$ cat config.mk
export PLATFORM = sky130hd
export DESIGN_NAME = os_cs_drain_resolver
export DESIGN_NICKNAME = d
export VERILOG_FILES = /design/src/rtl/os_cs_drain_resolver.sv
export SDC_FILE = /design/constraint.sdc
export NUM_CORES = 1
export LEC_CHECK = 0
export CORE_ASPECT_RATIO = 1.25
export CORE_UTILIZATION = 52
export DETAILED_ROUTE_END_ITERATION = 6
export HOLD_SLACK_MARGIN = 0.15
export PLACE_DENSITY = 0.83
export REMOVE_ABC_BUFFERS = 1
export SETUP_SLACK_MARGIN = 0.15
export SLEW_MARGIN = 20
export SYNTH_ARGS = -nofsm -noshare
export SYNTH_HDL_FRONTEND = slang
export SYNTH_SLANG_ARGS = --single-unit
$ cat constraint.sdc
create_clock -name clk_i -period 4.8 [get_ports clk_i]
set_input_delay 0.48 -clock clk_i [delete_from_list [all_inputs] [get_ports clk_i]]
set_output_delay 0.48 -clock clk_i [all_outputs]
set_load 0.05 [all_outputs]
$ cat src/rtl/os_cs_drain_resolver.sv
// os_cs_drain_resolver
//
// Purpose:
//   Drains the carry-save accumulators of one column of output-stationary MAC
//   PEs. On drain_start_i every (sum, carry) pair is snapshotted. The pairs are
//   then streamed out one per cycle, index 0 first, as resolved two's-complement
//   sums. The resolve step is a carry-propagate adder split across two register
//   stages, and the output uses a valid/ready handshake. A one-cycle pe_clear_o
//   lets the PEs start the next tile while the drain is still running.
//
// Ports:
//   clk_i          clock
//   rst_n_i        asynchronous active-low reset
//   drain_start_i  single-cycle request to snapshot and drain (ignored unless idle)
//   pe_acc_sum_i   PE sum vectors, PE i at [i*ACC_WIDTH +: ACC_WIDTH]
//   pe_acc_carry_i PE carry vectors, same packing
//   pe_clear_o     one-cycle pulse after the capture edge
//   drain_busy_o   high from the capture edge through the drain_done_o cycle
//   out_valid_o    out_data_o/out_index_o/out_last_o are valid
//   out_ready_i    downstream accepts
//   out_data_o     resolved sum + carry, modulo 2^ACC_WIDTH
//   out_index_o    source PE index of out_data_o
//   out_last_o     high with the element from PE NUM_PE-1
//   drain_done_o   one-cycle pulse after the last handshake
//
// States:
//   state    | meaning
//   ---------+------------------------------------------------------------
//   S_IDLE   | waiting for drain_start_i; snapshot is captured on leaving
//   S_STREAM | issuing snapshot entries into the pipeline / emitting output
//   S_DONE   | last element accepted; drain_done_o high for this one cycle

module os_cs_drain_resolver #(
  parameter int NUM_PE    = 8,
  parameter int ACC_WIDTH = 32,
  parameter int IDX_W     = $clog2(NUM_PE)
) (
  input  logic                        clk_i,
  input  logic                        rst_n_i,
  input  logic                        drain_start_i,
  input  logic [NUM_PE*ACC_WIDTH-1:0] pe_acc_sum_i,
  input  logic [NUM_PE*ACC_WIDTH-1:0] pe_acc_carry_i,
  output logic                        pe_clear_o,
  output logic                        drain_busy_o,
  output logic                        out_valid_o,
  input  logic                        out_ready_i,
  output logic [ACC_WIDTH-1:0]        out_data_o,
  output logic [IDX_W-1:0]            out_index_o,
  output logic                        out_last_o,
  output logic                        drain_done_o
);

  localparam int H = ACC_WIDTH / 2;
  localparam logic [IDX_W-1:0] LAST_IDX = IDX_W'(NUM_PE - 1);

  typedef enum logic [1:0] {
    S_IDLE   = 2'd0,
    S_STREAM = 2'd1,
    S_DONE   = 2'd2
  } state_t;

  state_t                 state_q;

  logic [ACC_WIDTH-1:0]   snap_sum_q   [NUM_PE];
  logic [ACC_WIDTH-1:0]   snap_carry_q [NUM_PE];
  logic [IDX_W-1:0]       ptr_q;
  logic                   issued_all_q;

  // Stage 1: low half resolved, high halves still unresolved.
  logic                   s1_valid_q;
  logic [H-1:0]           s1_lo_q;
  logic                   s1_c_q;
  logic [H-1:0]           s1_sum_hi_q;
  logic [H-1:0]           s1_carry_hi_q;
  logic [IDX_W-1:0]       s1_idx_q;
  logic                   s1_last_q;

  // Output register.
  logic                   out_valid_q;
  logic [ACC_WIDTH-1:0]   out_data_q;
  logic [IDX_W-1:0]       out_index_q;
  logic                   out_last_q;

  logic                   pe_clear_q;
  logic                   drain_busy_q;
  logic                   drain_done_q;

  // Combinational next values for the pipeline stages.
  logic                   stall;
  logic                   issue;
  logic                   accept_last;
  logic [ACC_WIDTH-1:0]   iss_sum;
  logic [ACC_WIDTH-1:0]   iss_carry;
  logic [H:0]             s1_lo_full_d;
  logic [H-1:0]           out_hi_d;

  always_comb begin
    stall        = out_valid_q & ~out_ready_i;
    issue        = (state_q == S_STREAM) & ~issued_all_q & ~stall;
    accept_last  = out_valid_q & out_ready_i & out_last_q;
    iss_sum      = snap_sum_q[ptr_q];
    iss_carry    = snap_carry_q[ptr_q];
    // One extra bit keeps the carry out of the low half for stage 2.
    s1_lo_full_d = {1'b0, iss_sum[H-1:0]} + {1'b0, iss_carry[H-1:0]};
    // High half wraps: bits beyond ACC_WIDTH are dropped by design.
    out_hi_d     = s1_sum_hi_q + s1_carry_hi_q + {{(H-1){1'b0}}, s1_c_q};
  end

  always_ff @(posedge clk_i or negedge rst_n_i) begin
    if (!rst_n_i) begin
      state_q       <= S_IDLE;
      for (int i = 0; i < NUM_PE; i++) begin
        snap_sum_q[i]   <= '0;
        snap_carry_q[i] <= '0;
      end
      ptr_q         <= '0;
      issued_all_q  <= 1'b0;
      s1_valid_q    <= 1'b0;
      s1_lo_q       <= '0;
      s1_c_q        <= 1'b0;
      s1_sum_hi_q   <= '0;
      s1_carry_hi_q <= '0;
      s1_idx_q      <= '0;
      s1_last_q     <= 1'b0;
      out_valid_q   <= 1'b0;
      out_data_q    <= '0;
      out_index_q   <= '0;
      out_last_q    <= 1'b0;
      pe_clear_q    <= 1'b0;
      drain_busy_q  <= 1'b0;
      drain_done_q  <= 1'b0;
    end else begin
      pe_clear_q   <= 1'b0;
      drain_done_q <= 1'b0;

      case (state_q)
        S_IDLE: begin
          if (drain_start_i) begin
            for (int i = 0; i < NUM_PE; i++) begin
              snap_sum_q[i]   <= pe_acc_sum_i[i*ACC_WIDTH +: ACC_WIDTH];
              snap_carry_q[i] <= pe_acc_carry_i[i*ACC_WIDTH +: ACC_WIDTH];
            end
            ptr_q        <= '0;
            issued_all_q <= 1'b0;
            drain_busy_q <= 1'b1;
            pe_clear_q   <= 1'b1;
            state_q      <= S_STREAM;
          end
        end
        S_STREAM: begin
          if (accept_last) begin
            drain_done_q <= 1'b1;
            state_q      <= S_DONE;
          end
        end
        S_DONE: begin
          drain_busy_q <= 1'b0;
          state_q      <= S_IDLE;
        end
        default: begin
          drain_busy_q <= 1'b0;
          state_q      <= S_IDLE;
        end
      endcase

      // Issue pointer only advances in S_STREAM, so it never collides with
      // the reset-to-zero done on capture.
      if (issue) begin
        if (ptr_q == LAST_IDX) begin
          issued_all_q <= 1'b1;
        end else begin
          ptr_q <= ptr_q + IDX_W'(1);
        end
      end

      // A stall freezes both pipeline stages so the output holds stable.
      if (!stall) begin
        out_valid_q <= s1_valid_q;
        out_last_q  <= s1_valid_q & s1_last_q;
        if (s1_valid_q) begin
          out_data_q  <= {out_hi_d, s1_lo_q};
          out_index_q <= s1_idx_q;
        end

        s1_valid_q <= issue;
        if (issue) begin
          s1_lo_q       <= s1_lo_full_d[H-1:0];
          s1_c_q        <= s1_lo_full_d[H];
          s1_sum_hi_q   <= iss_sum[ACC_WIDTH-1:H];
          s1_carry_hi_q <= iss_carry[ACC_WIDTH-1:H];
          s1_idx_q      <= ptr_q;
          s1_last_q     <= (ptr_q == LAST_IDX);
        end
      end
    end
  end

  assign pe_clear_o   = pe_clear_q;
  assign drain_busy_o = drain_busy_q;
  assign out_valid_o  = out_valid_q;
  assign out_data_o   = out_data_q;
  assign out_index_o  = out_index_q;
  assign out_last_o   = out_last_q;
  assign drain_done_o = drain_done_q;

endmodule

==> flow_metrics.tcl <==
set metrics [dict create \
    status "finished, final reports clean" \
    drive_gt1_share_pct 8.61 \
    crit_type "register to register" \
    synth-seq-area-share_pct 55.0 \
    synthMuxAreaShare_pct 12.9 \
    clkSlewWorstSetupHoldPaths_ps 70 \
    num_vias 22600 \
    end_kind "register" \
    dieArea_sq_um 54500 \
    fin_crit_sh_pct 79.7 \
    synthAdderAreaFrac_pct 1.65 \
    grt_pass1_wl_mm 125 \
    groute.usage.overall_pct 29.6 \
    synth-simple-area-share_pct 24.5 \
    ant_nets 0 \
    hpwlAfterDp_mm 55.0 \
    max_freq_mhz 261 \
    die_h_um 261 \
    drt_iter0_drc 1789 \
    yosys_warnings 0 \
    antenna_found_initial 9 \
    synth-xor-area-share_pct 0.471 \
    critPathLaunchType "register" \
    mostFrequentLayoutCells "1695 x nand2_1, 609 x dfrtp_1, 554 x clkdlybuf4s50_1" \
    ff2ff_path_depth 10 \
    cts.path.max_buffers 3 \
    routed_via_density 5.45 \
    final_nets 3976 \
    min_period_ps 3830 \
    crit_path_cell_trace "buf_4 > mux4_2 > mux2_2 > fa_1 > a21o_1 > a21o_1 > a211oi_1 > o41ai_1 > xnor2_1 > o21ai_0" \
    hold_viol_final 0 \
    worstMarginPinSlew_ps 1080 \
    cts_tree "built" \
    clk_latency_ps 620 \
    drc 0 \
    syn_avg_cell_area_sq_um 9.43 \
    final-setup-viol-count 0 \
    layoutNonFillerInstCount 4148 \
    worstHoldStart "pe_acc_carry_i[216]" \
    worstPathMaxFanout 25 \
    p_leak_nw 17.9 \
    dp.cells 4035 \
    maxCapViolations 0 \
    ios 556 \
    start_util_pct 52.8 \
    max-vdd-ir-drop_mv 0.422 \
    synth-main-ff-cell "dfrtp_1" \
    synth_area_sq_um 27900 \
    holdPathStages 3 \
    gr-total-overflow 0 \
    synth-edff-count 0 \
    cts_htree_levels 2 \
    slew_headroom_pct 28.0 \
    grt_pass1_vias 23300 \
    wl_mm 79.7 \
    cts_sinks 612 \
    synth_top_family_by_area "simple AND/OR/NAND/NOR gates" \
    grt_max_degree 204 \
    min_path_type "input pin to register" \
    cp_slowest_stage_delay_ps 760 \
    drv_slew 0 \
    die_w_um 209 \
    layout_commonest_cell "nand2_1" \
    cp_common_cell "a21o_1" \
    place.gp.congestion 0.904 \
    area_delta_synth_final_pct 29.3 \
    numCtsBuffers 59 \
    row_count 94 \
    netlist_instances 2955 \
    synth.distinct_cells 51 \
    synth-seq-cells 612 \
    first_pass_iters 6 \
    worst_ep_required_time_ps 5330 \
    r2r_slack_ps 970 \
    synth_compound_area_share_pct 3.02 \
    finClkSkew_ps 20.2 \
    async_reset_ff_share_pct 100 \
    cts_root_buf "clkbuf_16" \
    reg2reg_from "ptr_q[0]" \
    fin_setup_tns_ps 0 \
    core_sq_um 52800 \
    arrival_ps 4360 \
    wl_per_cell_um 19.2 \
    crit_start "ptr_q[0]" \
    port_buffers 555 \
    rsz0062_at_grt "no" \
    power.density_nw_per_um2 648 \
    critPathSlowestCell "dfrtp_4" \
]
synthesized netlist by cell type, types with 10 or more instances:
library cell | instances | area share, %
a21o_1 | 17 | 0.46
a21oi_1 | 23 | 0.41
buf_2 | 19 | 0.34
clkbuf_1 | 147 | 2.0
dfrtp_1 | 612 | 55
ha_1 | 32 | 1.4
inv_1 | 10 | 0.13
mux2_2 | 32 | 1.3
mux2i_1 | 34 | 1.2
mux4_2 | 128 | 10
nand2_1 | 1697 | 23
nand3_1 | 16 | 0.29
nor2_1 | 16 | 0.22
nor3_1 | 11 | 0.20
o21ai_0 | 61 | 1.1
cells by family (layout without fill, tap and decap cells):
family,after synthesis,count (layout)
adders and majority gates,35,35
other,0,3
buffers and inverters,184,702
xor gates and xnor gates,15,15
DFF,612,612
AOI/OAI and AO/OA,139,139
muxes,194,194
and+or+nand+nor,1776,1776
cell type report:
class                      instances  area (sq um)
clock inverter                    23           269
clock buffer                      86          1760
timing repair buffer             582          5920
fill                            3850         16800
inverter                          11          48.8
sequential                       612         15300
tap                              672           841
multi-input combinational       2159         11900
antenna                            3          7.51
worst max-delay path, delay by kind of cell (launching register included):
kind                       cells  cell delay [ps]
AOI/OAI and AO/OA              5             1140
muxes                          2              850
DFF                            1              760
adders and majority gates      1              450
buffers and inverters          1              360
xor gates and xnor gates       1              160
path summary, 6_finish.rpt:
check                                     to
hold / removal              snap_carry_q[56]
setup / recovery                 s1_lo_q[12]
hold reg to reg               out_index_o[2]
min in group asynchronous     snap_sum_q[77]
max in group asynchronous  snap_carry_q[245]
setup reg to reg                 s1_lo_q[12]
power by group:
group	switching (mW)	internal, mW	total [mW]
Combinational	5.34	4.33	9.67
Clock	2.01	2.85	4.87
Sequential	1.48	7.34	8.82
Total	8.84	14.5	23.4
flip-flops by register name, summed over array words and instances, names as in the netlist:
signal	count
drain_done_o	1
out_valid_o	1
s1_valid_q	1
s1_sum_hi_q	16
s1_carry_hi_q	16
state_q	2
s1_idx_q	3
s1_c_q	1
snap_carry_q	256
ptr_q	3
out_index_o	3
snap_sum_q	256
issued_all_q	1
out_data_o	32
s1_last_q	1
s1_lo_q	16
pe_clear_o	1
drain_busy_o	1
out_last_o	1
metal layers:
metal	vias to the layer above	track usage [%]	routed length, um
met5	-	0	60
li1	10500	-	-
met1	11000	35.9	30400
met4	10	13.8	3710
met3	205	6.16	5560
met2	895	51.0	40000
per-stage QoR:
stage	hold WS (ps)	utilization [%]	setup slack, ps	cell area [sq um]	power, mW
2_1_floorplan	184	-	-16440	27200	15.8
3_3_place_gp	449	64.3	1090	34000	18.0
3_5_place_dp	452	64.3	984	34000	18.4
4_1_cts	351	68.2	966	36000	23.5
5_1_grt	379	68.2	779	36000	24.8
6_report	380	68.2	973	36000	23.4
repair_timing:
action	in CTS	in global routing
hold buffers	1	0
endpoints found under the hold margin	93	0
setup buffers	0	0
endpoints found under the setup margin	0	0
gates resized for setup	0	0
Power figures use the tool's default switching activity.
